==> src/rtl/mips_instr_encoder.sv <==
// Packs field-level MIPS instruction requests into 32-bit words and streams them
// into instruction memory at consecutive word addresses through a write/ack handshake.
module mips_instr_encoder #(
    parameter int ADDR_WIDTH = 6,
    parameter int BASE_ADDR  = 0
) (
    input  logic                  i_clk,
    input  logic                  i_rst,
    input  logic                  i_start,
    input  logic                  i_req_valid,
    output logic                  o_req_ready,
    input  logic [2:0]            i_req_kind,
    input  logic                  i_req_last,
    input  logic [4:0]            i_req_rs,
    input  logic [4:0]            i_req_rt,
    input  logic [4:0]            i_req_rd,
    input  logic [4:0]            i_req_shamt,
    input  logic [5:0]            i_req_funct,
    input  logic [15:0]           i_req_imm,
    output logic                  o_imem_we,
    output logic [ADDR_WIDTH-1:0] o_imem_addr,
    output logic [31:0]           o_imem_wdata,
    input  logic                  i_imem_ack,
    output logic                  o_done,
    output logic                  o_full,
    output logic                  o_err_illegal,
    output logic [ADDR_WIDTH:0]   o_word_count
);

    typedef enum logic [1:0] {
        S_IDLE   = 2'd0,
        S_ACCEPT = 2'd1,
        S_WRITE  = 2'd2,
        S_DONE   = 2'd3
    } state_t;

    localparam logic [ADDR_WIDTH-1:0] LP_BASE     = ADDR_WIDTH'(BASE_ADDR);
    localparam logic [ADDR_WIDTH-1:0] LP_LAST     = {ADDR_WIDTH{1'b1}};
    localparam logic [ADDR_WIDTH-1:0] LP_ADDR_ONE = {{(ADDR_WIDTH-1){1'b0}}, 1'b1};
    localparam logic [ADDR_WIDTH:0]   LP_CNT_ONE  = {{ADDR_WIDTH{1'b0}}, 1'b1};

    // Field packing for the opcode subset the core decodes; unused fields are dropped.
    function automatic logic [31:0] f_encode(
        input logic [2:0]  kind,
        input logic [4:0]  rs,
        input logic [4:0]  rt,
        input logic [4:0]  rd,
        input logic [4:0]  shamt,
        input logic [5:0]  funct,
        input logic [15:0] imm
    );
        logic [31:0] word;
        case (kind)
            3'd0:    word = {6'b000000, rs, rt, rd, shamt, funct};
            3'd1:    word = {6'b100011, rs, rt, imm};
            3'd2:    word = {6'b101011, rs, rt, imm};
            3'd3:    word = {6'b000100, rs, rt, imm};
            3'd4:    word = {6'b001000, rs, rt, imm};
            default: word = 32'h0000_0000;
        endcase
        return word;
    endfunction

    function automatic logic f_kind_legal(input logic [2:0] kind);
        return (kind <= 3'd4);
    endfunction

    state_t                  r_state;
    state_t                  w_next_state;
    logic                    r_ready;
    logic                    r_we;
    logic                    r_done;
    logic                    r_full;
    logic                    r_err;
    logic                    r_last;
    logic [ADDR_WIDTH-1:0]   r_addr;
    logic [31:0]             r_wdata;
    logic [ADDR_WIDTH:0]     r_count;
    logic                    w_legal;
    logic                    w_at_last_addr;

    assign w_legal        = f_kind_legal(i_req_kind);
    assign w_at_last_addr = (r_addr == LP_LAST);

    // Next-state logic for the session sequencer.
    always_comb begin
        w_next_state = r_state;
        case (r_state)
            S_IDLE, S_DONE: begin
                if (i_start) begin
                    w_next_state = S_ACCEPT;
                end else begin
                    w_next_state = r_state;
                end
            end
            S_ACCEPT: begin
                if (i_req_valid) begin
                    if (w_legal) begin
                        w_next_state = S_WRITE;
                    end else if (i_req_last) begin
                        w_next_state = S_DONE;
                    end else begin
                        w_next_state = S_ACCEPT;
                    end
                end else begin
                    w_next_state = S_ACCEPT;
                end
            end
            S_WRITE: begin
                if (i_imem_ack) begin
                    if (w_at_last_addr || r_last) begin
                        w_next_state = S_DONE;
                    end else begin
                        w_next_state = S_ACCEPT;
                    end
                end else begin
                    w_next_state = S_WRITE;
                end
            end
            default: w_next_state = S_IDLE;
        endcase
    end

    // State register with output flags registered from the next state.
    always_ff @(posedge i_clk or posedge i_rst) begin
        if (i_rst) begin
            r_state <= S_IDLE;
            r_ready <= 1'b0;
            r_we    <= 1'b0;
            r_done  <= 1'b0;
        end else begin
            r_state <= w_next_state;
            r_ready <= (w_next_state == S_ACCEPT);
            r_we    <= (w_next_state == S_WRITE);
            r_done  <= (w_next_state == S_DONE);
        end
    end

    // Address pointer, encoded word, counters and sticky session flags.
    always_ff @(posedge i_clk or posedge i_rst) begin
        if (i_rst) begin
            r_addr  <= LP_BASE;
            r_wdata <= 32'h0000_0000;
            r_count <= '0;
            r_full  <= 1'b0;
            r_err   <= 1'b0;
            r_last  <= 1'b0;
        end else begin
            case (r_state)
                S_IDLE, S_DONE: begin
                    if (i_start) begin
                        r_addr  <= LP_BASE;
                        r_count <= '0;
                        r_full  <= 1'b0;
                        r_err   <= 1'b0;
                        r_last  <= 1'b0;
                    end
                end
                S_ACCEPT: begin
                    if (i_req_valid) begin
                        if (w_legal) begin
                            r_wdata <= f_encode(i_req_kind, i_req_rs, i_req_rt, i_req_rd,
                                                i_req_shamt, i_req_funct, i_req_imm);
                            r_last  <= i_req_last;
                        end else begin
                            r_err   <= 1'b1;
                        end
                    end
                end
                S_WRITE: begin
                    if (i_imem_ack) begin
                        r_count <= r_count + LP_CNT_ONE;
                        // The top word is never wrapped past; the session ends full instead.
                        if (w_at_last_addr) begin
                            r_full <= 1'b1;
                        end else if (!r_last) begin
                            r_addr <= r_addr + LP_ADDR_ONE;
                        end
                    end
                end
                default: begin
                    r_last <= r_last;
                end
            endcase
        end
    end

    assign o_req_ready   = r_ready;
    assign o_imem_we     = r_we;
    assign o_imem_addr   = r_addr;
    assign o_imem_wdata  = r_wdata;
    assign o_done        = r_done;
    assign o_full        = r_full;
    assign o_err_illegal = r_err;
    assign o_word_count  = r_count;

endmodule

==> config.mk <==
export PLATFORM = sky130hd
export DESIGN_NAME = mips_instr_encoder
export DESIGN_NICKNAME = d
export VERILOG_FILES = /design/src/rtl/mips_instr_encoder.sv
export SDC_FILE = /design/constraint.sdc
export NUM_CORES = 1
export LEC_CHECK = 0
export CAP_MARGIN = 20
export CORE_UTILIZATION = 67
export CTS_CLUSTER_DIAMETER = 30
export DETAILED_ROUTE_END_ITERATION = 10
export DONT_BUFFER_PORTS = 1
export PLACE_DENSITY = 0.85
export SLEW_MARGIN = 20
export SYNTH_ARGS = -nofsm -noshare
export SYNTH_HDL_FRONTEND = slang
export SYNTH_SLANG_ARGS = --single-unit
==> constraint.sdc <==
create_clock -name i_clk -period 3.4 [get_ports i_clk]
set_input_delay 0.51 -clock i_clk [delete_from_list [all_inputs] [get_ports i_clk]]
set_output_delay 0.51 -clock i_clk [all_outputs]
set_load 0.1 [all_outputs]
## After elaboration in Yosys (flattened, before gate mapping)

Index checks and enable logic that the tools add are counted.

| word-level totals | value |
|---|---|
| input port bits | 51 |
| word-level logic and storage cells | 70 |
| output and inout port bits | 50 |
| register bits after elaboration | 53 |

| cells by class | value |
|---|---|
| add/subtract/negate cells | 2 |
| reductions and logical operators | 12 |
| equality and inequality tests | 19 |
| mux-type cells | 26 |
| $lt $le $gt $ge | 1 |

Operator list:

| cell | number |
|---|---|
| 32-bit case mux with 5 select lines | 1 |
| 6-bit two-way mux | 4 |
| 2-bit inequality test, second input constant | 8 |
| 7-bit two-way mux | 2 |
| 7-bit case mux with 2 select lines | 1 |
| 2-bit two-way mux | 6 |
| 6-bit case mux with 2 select lines | 1 |
| 4-bit AND reduction | 3 |
| 2-bit == test, second input constant | 4 |
| 7-bit by 1-bit adder with 7-bit output, second input constant | 1 |
| 1-bit two-way mux | 7 |
| 6-bit by 1-bit adder with 6-bit output, second input constant | 1 |
| 3-bit by 2-bit == test with 1-bit output, second input constant | 2 |
| 6-bit == test, second input constant | 1 |
| 1-bit case mux with 2 select lines | 3 |
| 2-bit case mux with 3 select lines | 1 |
| 3-bit AND reduction | 2 |
| 5-bit AND reduction | 1 |
| 2-bit by 1-bit == test with 1-bit output, second input constant | 2 |
| 2-bit nonzero test | 2 |
| 3-bit by 1-bit == test with 1-bit output, second input constant | 1 |
| 3-bit == test, second input constant | 1 |
| 3-bit less-or-equal comparator, second input constant | 1 |
| 3-bit zero test | 1 |
| other kinds (3) | 3 |

## Depth between registers and ports, before layout

Gate-level depths: netlist of run 1.

| logic depth | value |
|---|---|
| depth in word-level cells | 6 |
| gate-level depth with buffers | 8 |
| mapped depth without buffers | 6 |

## Worst setup path after synthesis of run 1

OpenSTA, ideal clock, no wires.

| timing | value |
|---|---|
| kind | reg-to-reg |
| from | register r_addr[1] (netlist: o_imem_addr[1]) |
| to | register r_addr[2] (netlist: o_imem_addr[2]) |
| path buffers | 1 |
| slack | 1.151 ns |
| data required time | 3.255 ns |
| cell stages (with the launch flop) | 7 |
| setup time | 0.145 ns |
| clock period less this slack | 2.249 ns |
| arrival time | 2.104 ns |
| cell sequence | dfrtp_1 -> ha_1 -> nand3_1 -> o21ai_0 -> clkbuf_1 -> or4_1 -> a21oi_1 |

| on the way | value |
|---|---|
| longest elaborated chain between the ends | 5 |
| elaborated cells between the ends (all ways) | 8 |
| classes of those cells | add/sub (1); eq/ne (2); mux (4); reduce/logical (1) |

Ends and longest elaborated chain:

| item | line | RTL |
|---|---|---|
| start, declared | 76 | `logic [ADDR_WIDTH-1:0] r_addr;` |
| start signal, assigned | 177 | `r_addr <= r_addr + LP_ADDR_ONE;` |
| 6-bit by 1-bit adder with 6-bit output | 177 |  |
| 6-bit two-way mux | 176 | `end else if (!r_last) begin` |
| 6-bit two-way mux | 174 | `if (w_at_last_addr) begin` |
| 6-bit two-way mux | 171 | `if (i_imem_ack) begin` |
| 6-bit case mux with 2 select lines | 149 | `case (r_state)` |

Several ways; a longest one is shown, not always the timed one. The select of a mux whose other input is x is not followed.
A chain may end at the register's enable or synchronous reset.

## Final worst setup path of run 1

| timing | value |
|---|---|
| from | register r_addr[3] (netlist: o_imem_addr[3]) |
| to | register r_addr[5] (netlist: o_imem_addr[5]) |

Same word-level chain as after synthesis.

==> results.py, run 1 <==
metrics = {
    "clock_tree": {
        "cts_tree": "yes",
        "root_buffer": "clkbuf_4",
        "cts_hold_buf": 0,
        "cts_resized": 0,
        "clk_latency_ns": 0.37,
        "cts.sinks": 50,
        "clockBufferDepth": 2,
        "cts_inserted_buffers": 5,
        "cts.clk_slew.worst_paths_ns": 0.15,
        "cts_htree_levels": 2,
        "post-cts-setup-buffers": 0,
    },
    "route": {
        "via_per_inst": 6.17,
        "drt_iter0_markers": 116,
        "drt-pass1-iter-count": 4,
        "ant_nets": 0,
        "routedWlPerCell_um": 17.3,
        "route.vias.total": 1727,
        "drc": 0,
        "drt-total-wl_mm": 4.84,
    },
    "placement": {
        "globalplace.congestion": 0.880,
        "port-buffer-count": 0,
        "placed_area_um2": 2450,
        "dp_hpwl_mm": 3.53,
    },
    "finish": {
        "fillers": 251,
        "nets": 288,
        "drive_gt1_share_pct": 16.2,
        "layout_common_cells": "dfrtp_1 (49), nor2_1 (29), a21oi_1 (22)",
        "syn_to_final_growth_pct": 5.62,
        "final_common_cell": "dfrtp_1",
        "final_area_um2": 2520,
        "antennaDiodeCount": 0,
    },
    "global_routing": {
        "grt_pass1_wl_mm": 7.09,
        "antenna_found_initial": 0,
        "overflow": 0,
        "grt_max_degree": 51,
        "globalRouteTotalUtil_pct": 26.5,
        "grt_pass1_vias": 1721,
    },
    "critical_path": {
        "cp_num_cells": 4,
        "r2r.worst_path.cells": 4,
        "slowest_stage": "dfrtp_1",
        "endpoint_kind": "register",
        "cp_top_family": "flip-flops",
        "path_class": "register to register",
        "worst_path_largest_cell_delay_ns": 1.02,
        "worstSetupStartpointType": "register",
        "path_cells": "nand3_1 > o21ai_1 > or4_1 > a21oi_1",
        "cp_max_fo": 12,
        "worst-path-buf-inv": 0,
        "crit_arrival_ns": 2.59,
        "required_ns": 3.64,
    },
    "synth": {
        "async_flop_share_pct": 100,
        "avgSynthCellArea_um2": 10.5,
        "synth.top_cell.area_share_pct": 52.5,
        "synth_flop_cell": "dfrtp_1",
        "synth.distinct_cells": 37,
        "ys_ff_latch": 50,
        "syn-num-nets": 281,
        "yosys-top-cells-area": "dfrtp_1 (53%), mux2i_1 (6.7%), mux2_2 (4.7%), nor2_1 (4.7%), a21oi_1 (4.6%)",
        "ys_seq_area_share_pct": 52.5,
        "synth_top_cell_by_area": "dfrtp_1",
        "synth_warnings": 0,
        "synth_edf_count": 0,
        "syn_inst": 226,
        "syn_area_um2": 2380,
    },
    "flow_run": {
        "cap_violations": 0,
    },
    "timing": {
        "final.period_utilization_pct": 69.1,
        "setup-tns-final_ns": 0,
        "skew_ns": 0.0215,
        "worst_pin_slew_ns": 0.979,
        "holdWs_ns": 0.142,
        "slew_violations": 0,
        "slew_headroom_pct": 34.7,
        "rsz0062_at_grt": "false",
        "hold_viol_final": 0,
        "finalSetupViolations": 0,
        "max_freq_mhz": 425,
        "min_period_ns": 2.35,
    },
    "die": {
        "start_util_pct": 70.8,
        "die-width_um": 61.6,
        "die_h_um": 61.6,
        "rows": 21,
        "pin_count": 101,
        "coreArea_um2": 3360,
        "dieArea_um2": 3800,
    },
    "outcome": {
        "run_status": "finished, final reports clean",
    },
    "min_path": {
        "hold_path_class": "primary input to asynchronous set/reset pin",
    },
}
[path summary, 6_finish.rpt]
check | start | endpoint | slack (ns)
worst max-delay path | o_imem_addr[3] | o_imem_addr[5] | 1.05
worst min-delay path | i_rst | o_imem_addr[2] | 0.14
worst max register to register | o_imem_addr[3] | o_imem_addr[5] | 1.05
worst min register to register | r_last | r_last | 0.52
max in group asynchronous | i_rst | o_imem_wdata[27] | 2.71
min in group i_clk | i_req_valid | o_imem_wdata[27] | 0.23
[final cells by class]
| cell class | count | area [um^2] | area share, % |
|---|---|---|---|
| flip-flops and latches | 50 | 1250 | 49.8 |
| clock buffers | 7 | 55.1 | 2.19 |
| clock inverters | 1 | 5.00 | 0.199 |
| well taps | 46 | 57.6 | 2.29 |
| multi-input cells | 154 | 1020 | 40.4 |
| repair buffers | 12 | 90.1 | 3.58 |
| inverters | 10 | 38.8 | 1.54 |
[worst register-to-register path, delay by kind of cell (launching register included)]
family	cells	cell delay, ns
AO/OA/AOI/OAI	2	0.72
flip-flops	1	1.02
AND/OR/NAND/NOR	2	0.48
[flip-flops by register name (all words and copies together) (netlist names)]
name and flops:
o_req_ready 1, r_last 1, o_word_count 7, o_err_illegal 1, o_imem_addr 6, o_done 1, o_imem_wdata 29, o_imem_we 1
r_state 2, o_full 1
[logic make-up after synthesis]
family / count (synthesis) / share of synthesized area, %
buffers and inverters: 22 / 4.88
flip-flops: 50 / 52.5
AND/OR/NAND/NOR: 67 / 13.7
AO/OA/AOI/OAI: 49 / 12.4
other: 1 / 0.157
multiplexers: 27 / 12.0
adder cells (fa/ha/maj): 4 / 2.10
XOR/XNOR: 6 / 2.21
[stage by stage]
step	setup slack, ns	utilization (%)	std cells
6_report	1.05	74.8	280
5_1_grt	0.934	74.8	280
4_1_cts	0.756	74.8	280
3_5_place_dp	0.846	73.0	272
3_3_place_gp	1.02	73.0	272
2_1_floorplan	1.15	-	226
[cells in the mapped netlist (3+ instances only)]
library cell / number
o31ai_1: 7
o21ai_0: 9
or4_1: 4
xnor2_1: 6
dfrtp_1: 50
a31oi_1: 3
mux2i_1: 16
buf_4: 4
inv_1: 10
clkbuf_1: 3
ha_1: 4
mux2_2: 10
nand3_1: 9
buf_2: 3
nor4_1: 3
nor2_1: 30
a21oi_1: 22
nand2_1: 8
[metal layers]
layer | up-vias | GRT usage (%) | wire, um
li1 | 812 | - | -
met4 | 0 | 10.2 | 31
met3 | 4 | 12.2 | 492
met2 | 93 | 43.0 | 2500
met1 | 818 | 31.0 | 1820
met5 | - | 0 | 0
Power of run 1 is not shown: default switching activity piles up to over one toggle a cycle in this logic, so the estimate is an artifact.
==> inputs of run 2 (changes only) <==
- CORE_UTILIZATION: 67 -> 62
- PLACE_DENSITY: 0.85 -> 0.8
- clock period: 3.4 -> 2.3 ns (I/O delays scaled with it)
==> run 2 against run 1 <==
  * Design area up 11%
  * First-iteration DRC count is 28% lower
  * Die area rose by 7.8%
  * Utilization increased by 1.5 points
  * Worst hold slack worse by 0.0051 ns
  * Global-route usage is 0.62 points lower
  * Critical path depth grew 2
  * Clock skew decreased by 0.015 ns
  * Final cell count grew 11%
  * Via count up 7.5%
  * Maximum frequency grew 9.1%
==> results.py, run 2 (synthesized netlist as in run 1, its figures left out) <==
metrics = {
    "outcome": {
        "run_status": "finished, final reports clean",
    },
    "placement": {
        "placed_area_um2": 2670,
        "globalplace.congestion": 0.775,
        "dp_hpwl_mm": 3.74,
        "port-buffer-count": 0,
    },
    "die": {
        "die_h_um": 64.0,
        "start_util_pct": 65.1,
        "coreArea_um2": 3660,
        "dieArea_um2": 4090,
        "pin_count": 101,
        "rows": 22,
        "die-width_um": 64.0,
    },
    "finish": {
        "layout_common_cells": "dfrtp_1 (49), buf_4 (38), nor2_1 (29)",
        "nets": 316,
        "final_common_cell": "dfrtp_1",
        "antennaDiodeCount": 0,
        "drive_gt1_share_pct": 25.2,
        "fillers": 246,
        "regArea_um2": 1250,
        "largest_register_ffs": 29,
        "syn_to_final_growth_pct": 17.3,
        "multi_input_area_um2": 1020,
        "final_area_um2": 2800,
    },
    "critical_path": {
        "r2r_setup_slack_ns": 0.15,
        "cp_max_fo": 12,
        "r2r_end": "o_imem_addr[4]",
        "r2r-start": "r_state[0]",
        "worst-path-buf-inv": 1,
        "endpoint_kind": "register",
        "worst_path_largest_cell_delay_ns": 0.53,
        "slowest_stage": "or4_1",
        "path_cells": "inv_1 > ha_2 > mux2i_2 > or2_4 > or4_1 > a21oi_1",
        "cp_top_family": "simple AND/OR/NAND/NOR gates",
        "cp-endpoint": "o_imem_addr[4]",
        "worstSetupStartpointType": "register",
        "r2r.worst_path.cells": 6,
        "cp_num_cells": 6,
        "crit_start": "r_state[0]",
        "required_ns": 2.53,
        "crit_arrival_ns": 2.38,
        "path_class": "register to register",
    },
    "clock_tree": {
        "cts_htree_levels": 2,
        "root_buffer": "clkbuf_8",
        "cts.clk_slew.worst_paths_ns": 0.09,
        "clk_latency_ns": 0.30,
        "post-cts-setup-buffers": 0,
        "cts_inserted_buffers": 5,
        "cts.sinks": 50,
        "clockBufferDepth": 2,
        "cts_tree": "yes",
    },
    "timing": {
        "slew_headroom_pct": 37.3,
        "slew_violations": 0,
        "max_freq_mhz": 464,
        "min_period_ns": 2.15,
        "hold_viol_final": 0,
        "final.period_utilization_pct": 93.7,
        "rsz0062_at_grt": "false",
        "setup-tns-final_ns": 0,
        "skew_ns": 0.00641,
        "finalSetupViolations": 0,
        "worst_pin_slew_ns": 0.940,
    },
    "route": {
        "via_per_inst": 5.99,
        "route.vias.total": 1857,
        "ant_nets": 0,
        "drc": 0,
        "drt_iter0_markers": 84,
        "drt-pass1-iter-count": 4,
        "drt-total-wl_mm": 5.22,
        "routedWlPerCell_um": 16.8,
    },
    "global_routing": {
        "grt_pass1_wl_mm": 7.98,
        "grt_pass1_vias": 1800,
        "grt_max_degree": 44,
        "overflow": 0,
        "globalRouteTotalUtil_pct": 25.9,
        "antenna_found_initial": 0,
    },
    "min_path": {
        "hold_path_class": "primary input to register",
    },
    "flow_run": {
        "cap_violations": 0,
    },
}
==> run 2: through the flow <==
stage	std cells	util (%)	hold WS [ns]	worst slack [ns]
after CTS	310	76.3	0.135	0.0682
after detailed placement	301	73.0	0.288	0.0947
final	310	76.4	0.137	0.145
after global routing	310	76.4	0.123	0.0685
after global placement	301	73.0	0.273	0.236
after floorplan	226	-	0.441	0.0513
==> run 2: area by class of cell <==
cell class                      count  area share (%)
Clock inverter                      2            1.34
Sequential cell                    50            44.8
Multi-Input combinational cell    154            36.5
Clock buffer                        6            2.60
Inverter                           10            1.34
Timing Repair Buffer               40            11.3
Tap cell                           48            2.15
==> run 2: worst register-to-register path, delay by kind of cell (launching register included) <==
kind | cells | cell delay [ns]
adders and majority gates | 1 | 0.32
muxes | 1 | 0.24
AOI/OAI and AO/OA | 1 | 0.17
buffers and inverters | 1 | 0.07
and+or+nand+nor | 2 | 0.87
DFF | 1 | 0.42
==> run 2: worst min-delay path by stage <==
stage	start	endpoint	slack [ns]	cells after the start
floorplan	i_req_kind[0]	o_imem_wdata[29]	0.44	1
global placement	i_rst	o_imem_wdata[3]	0.27	1
detailed placement	i_rst	o_imem_wdata[9]	0.29	1
CTS	i_req_valid	o_imem_wdata[27]	0.13	1
global route	i_req_valid	o_imem_wdata[27]	0.12	1
finish	i_req_valid	o_imem_wdata[27]	0.14	1
==> run 2: timing repair <==
action	in CTS	in global routing
resized for setup	0	1
endpoints found under the setup margin	0	2
hold buffers	1	0
endpoints found under the hold margin	24	0
==> run 2: layer usage <==
layer / up-vias / GRT usage [%] / share of wire [%]
li1: 867 / - / -
met1: 885 / 28.9 / 37
met2: 91 / 45.7 / 52
met3: 14 / 8.04 / 8.2
met4: 0 / 10.5 / 2.4
met5: - / 0 / 0
Power of run 2 is left out for the same reason.
==> inputs of run 3 (changes only) <==
- CAP_MARGIN: 20 -> 25
- CORE_UTILIZATION: 62 -> 56
- PLACE_DENSITY: 0.8 -> 0.76
- SLEW_MARGIN: 20 -> 10
- clock period: 2.3 -> 1.9 ns (I/O delays scaled with it)
==> run 3 against run 2 <==
  * First-iteration DRC count increased by 44%
  * Utilization down 2.5 points
  * Clock skew barely moved
  * Wire length grew 0.92%
  * Global-route usage decreased by 3.0 points
  * Maximum frequency rose by 15%
  * Clock-buffer cell count unchanged
==> results.py, run 3 (synthesized netlist as in run 1, its figures left out) <==
metrics = {
    "outcome": {
        "run_status": "finished, final reports clean",
    },
    "timing": {
        "slew_violations": 0,
        "min_period_ns": 1.87,
        "max_freq_mhz": 535,
        "worst_pin_slew_ns": 0.937,
        "slew_headroom_pct": 37.5,
        "finalSetupViolations": 0,
        "skew_ns": 0.00598,
        "final.period_utilization_pct": 98.3,
        "rsz0062_at_grt": "true",
        "hold_viol_final": 0,
    },
    "global_routing": {
        "grt_pass1_wl_mm": 7.64,
        "overflow": 0,
        "gr-usage-met2_pct": 36.9,
        "grt.met1_usage_pct": 29.4,
        "antenna_found_initial": 0,
        "grt_pass1_vias": 1731,
        "use_met3_pct": 6.42,
        "grt_max_degree": 35,
        "globalRouteTotalUtil_pct": 22.9,
        "grt.busiest_layer": "met2",
    },
    "min_path": {
        "holdPathEnd": "o_imem_wdata[27]",
        "hold_path_class": "primary input to register",
        "min_path_cells": 1,
        "worstHoldStart": "i_req_valid",
    },
    "critical_path": {
        "worst_path_largest_cell_delay_ns": 0.42,
        "endpoint_kind": "register",
        "required_ns": 2.14,
        "path_cells": "buf_4 > inv_1 > ha_1 > nand2_1 > nor2_4 > o41ai_1 > buf_4 > and2_1",
        "r2r_setup_slack_ns": 0.03,
        "cp_max_fo": 4,
        "slowest_stage": "dfrtp_1",
        "worstSetupStartpointType": "register",
        "crit_arrival_ns": 2.11,
        "path_class": "register to register",
        "r2r.worst_path.cells": 8,
        "worst-path-buf-inv": 3,
        "r2r-start": "r_state[1]",
        "cpMostUsedCell": "buf_4",
        "r2r_end": "o_req_ready",
        "cp_top_family": "flip-flops",
    },
    "finish": {
        "antennaDiodeCount": 0,
        "syn_to_final_growth_pct": 24.9,
        "nets": 332,
        "drive_gt1_share_pct": 33.1,
        "layout_common_cells": "buf_4 (53), dfrtp_1 (41), nor2_1 (29)",
        "final_common_cell": "buf_4",
        "largest_register_ffs": 29,
        "fin_util_pct": 73.9,
    },
    "clock_tree": {
        "clk_latency_ns": 0.30,
        "cts_tree": "yes",
        "cts.clk_slew.worst_paths_ns": 0.09,
        "root_buffer": "clkbuf_8",
        "clockBufferDepth": 2,
        "cts.sinks": 50,
        "cts_inserted_buffers": 5,
        "cts_htree_levels": 2,
    },
    "placement": {
        "globalplace.congestion": 0.800,
        "port-buffer-count": 0,
        "dp_hpwl_mm": 3.71,
    },
    "die": {
        "start_util_pct": 59.1,
        "die-width_um": 67.2,
        "rows": 23,
        "coreArea_um2": 4030,
        "dieArea_um2": 4520,
        "pin_count": 101,
        "die_h_um": 67.2,
    },
    "route": {
        "drt-pass1-iter-count": 4,
        "ant_nets": 0,
        "routedWlPerCell_um": 16.1,
        "via_per_inst": 5.61,
        "drc": 0,
        "drt_iter0_markers": 121,
        "drt-total-wl_mm": 5.27,
        "route.vias.total": 1841,
    },
    "flow_run": {
        "cap_violations": 0,
    },
}
## run 3: how the worst max path moves through the flow
stage | from | to | cells past startpoint
3_5_place_dp | r_state[1] | o_imem_addr[4] | 5
2_1_floorplan | r_state[1] | o_imem_addr[2] | 7
4_1_cts | r_state[1] | o_imem_addr[4] | 5
3_3_place_gp | r_state[1] | o_imem_addr[2] | 5
5_1_grt | r_state[1] | o_imem_wdata[12] | 9
6_report | r_state[1] | o_req_ready | 8
## run 3: what timing repair did
item                       in CTS  in global routing
setup endpoints to repair       2                  5
hold endpoints to repair       29                  0
buffers inserted                0                  0
hold buffers                    1                  0
resized for setup               1                  3
gates cloned                    0                  1
## run 3: area by class of cell
type                    count  area [um^2]
flip-flops and latches     50         1260
fillers                   286         1050
multi-input cells         154         1050
repair buffers             56          453
clock buffers               6         72.6
well taps                  50         62.6
clock inverters             2         37.5
inverters                  10         37.5
## run 3: metal layers
metal	vias to the layer above	share of wire (%)
li1	891	-
met1	879	42
met2	62	50
met3	9	6.0
met4	0	1.7
met5	-	0
## run 3: worst register-to-register path, cell delays in order (launching register included)
cell and delay (ns):
dfrtp_1 0.42, buf_4 0.15, inv_1 0.04, ha_1 0.22, nand2_1 0.18, nor2_4 0.08, o41ai_1 0.42, buf_4 0.19
and2_1 0.11
## run 3: per-stage QoR
stage | std cells | hold slack (ns) | cell area [um^2] | TNS [ns] | setup WS, ns
global route | 328 | 0.0577 | 2980 | -0.118 | -0.0346
detailed placement | 318 | 0.280 | 2810 | -0.0218 | -0.0218
floorplan | 226 | 0.381 | 2400 | -0.179 | -0.122
CTS | 327 | 0.0641 | 2940 | 0 | 0.0375
global placement | 318 | 0.274 | 2810 | 0 | 0.0463
finish | 328 | 0.0639 | 2980 | 0 | 0.0318
Power of run 3 is left out for the same reason.
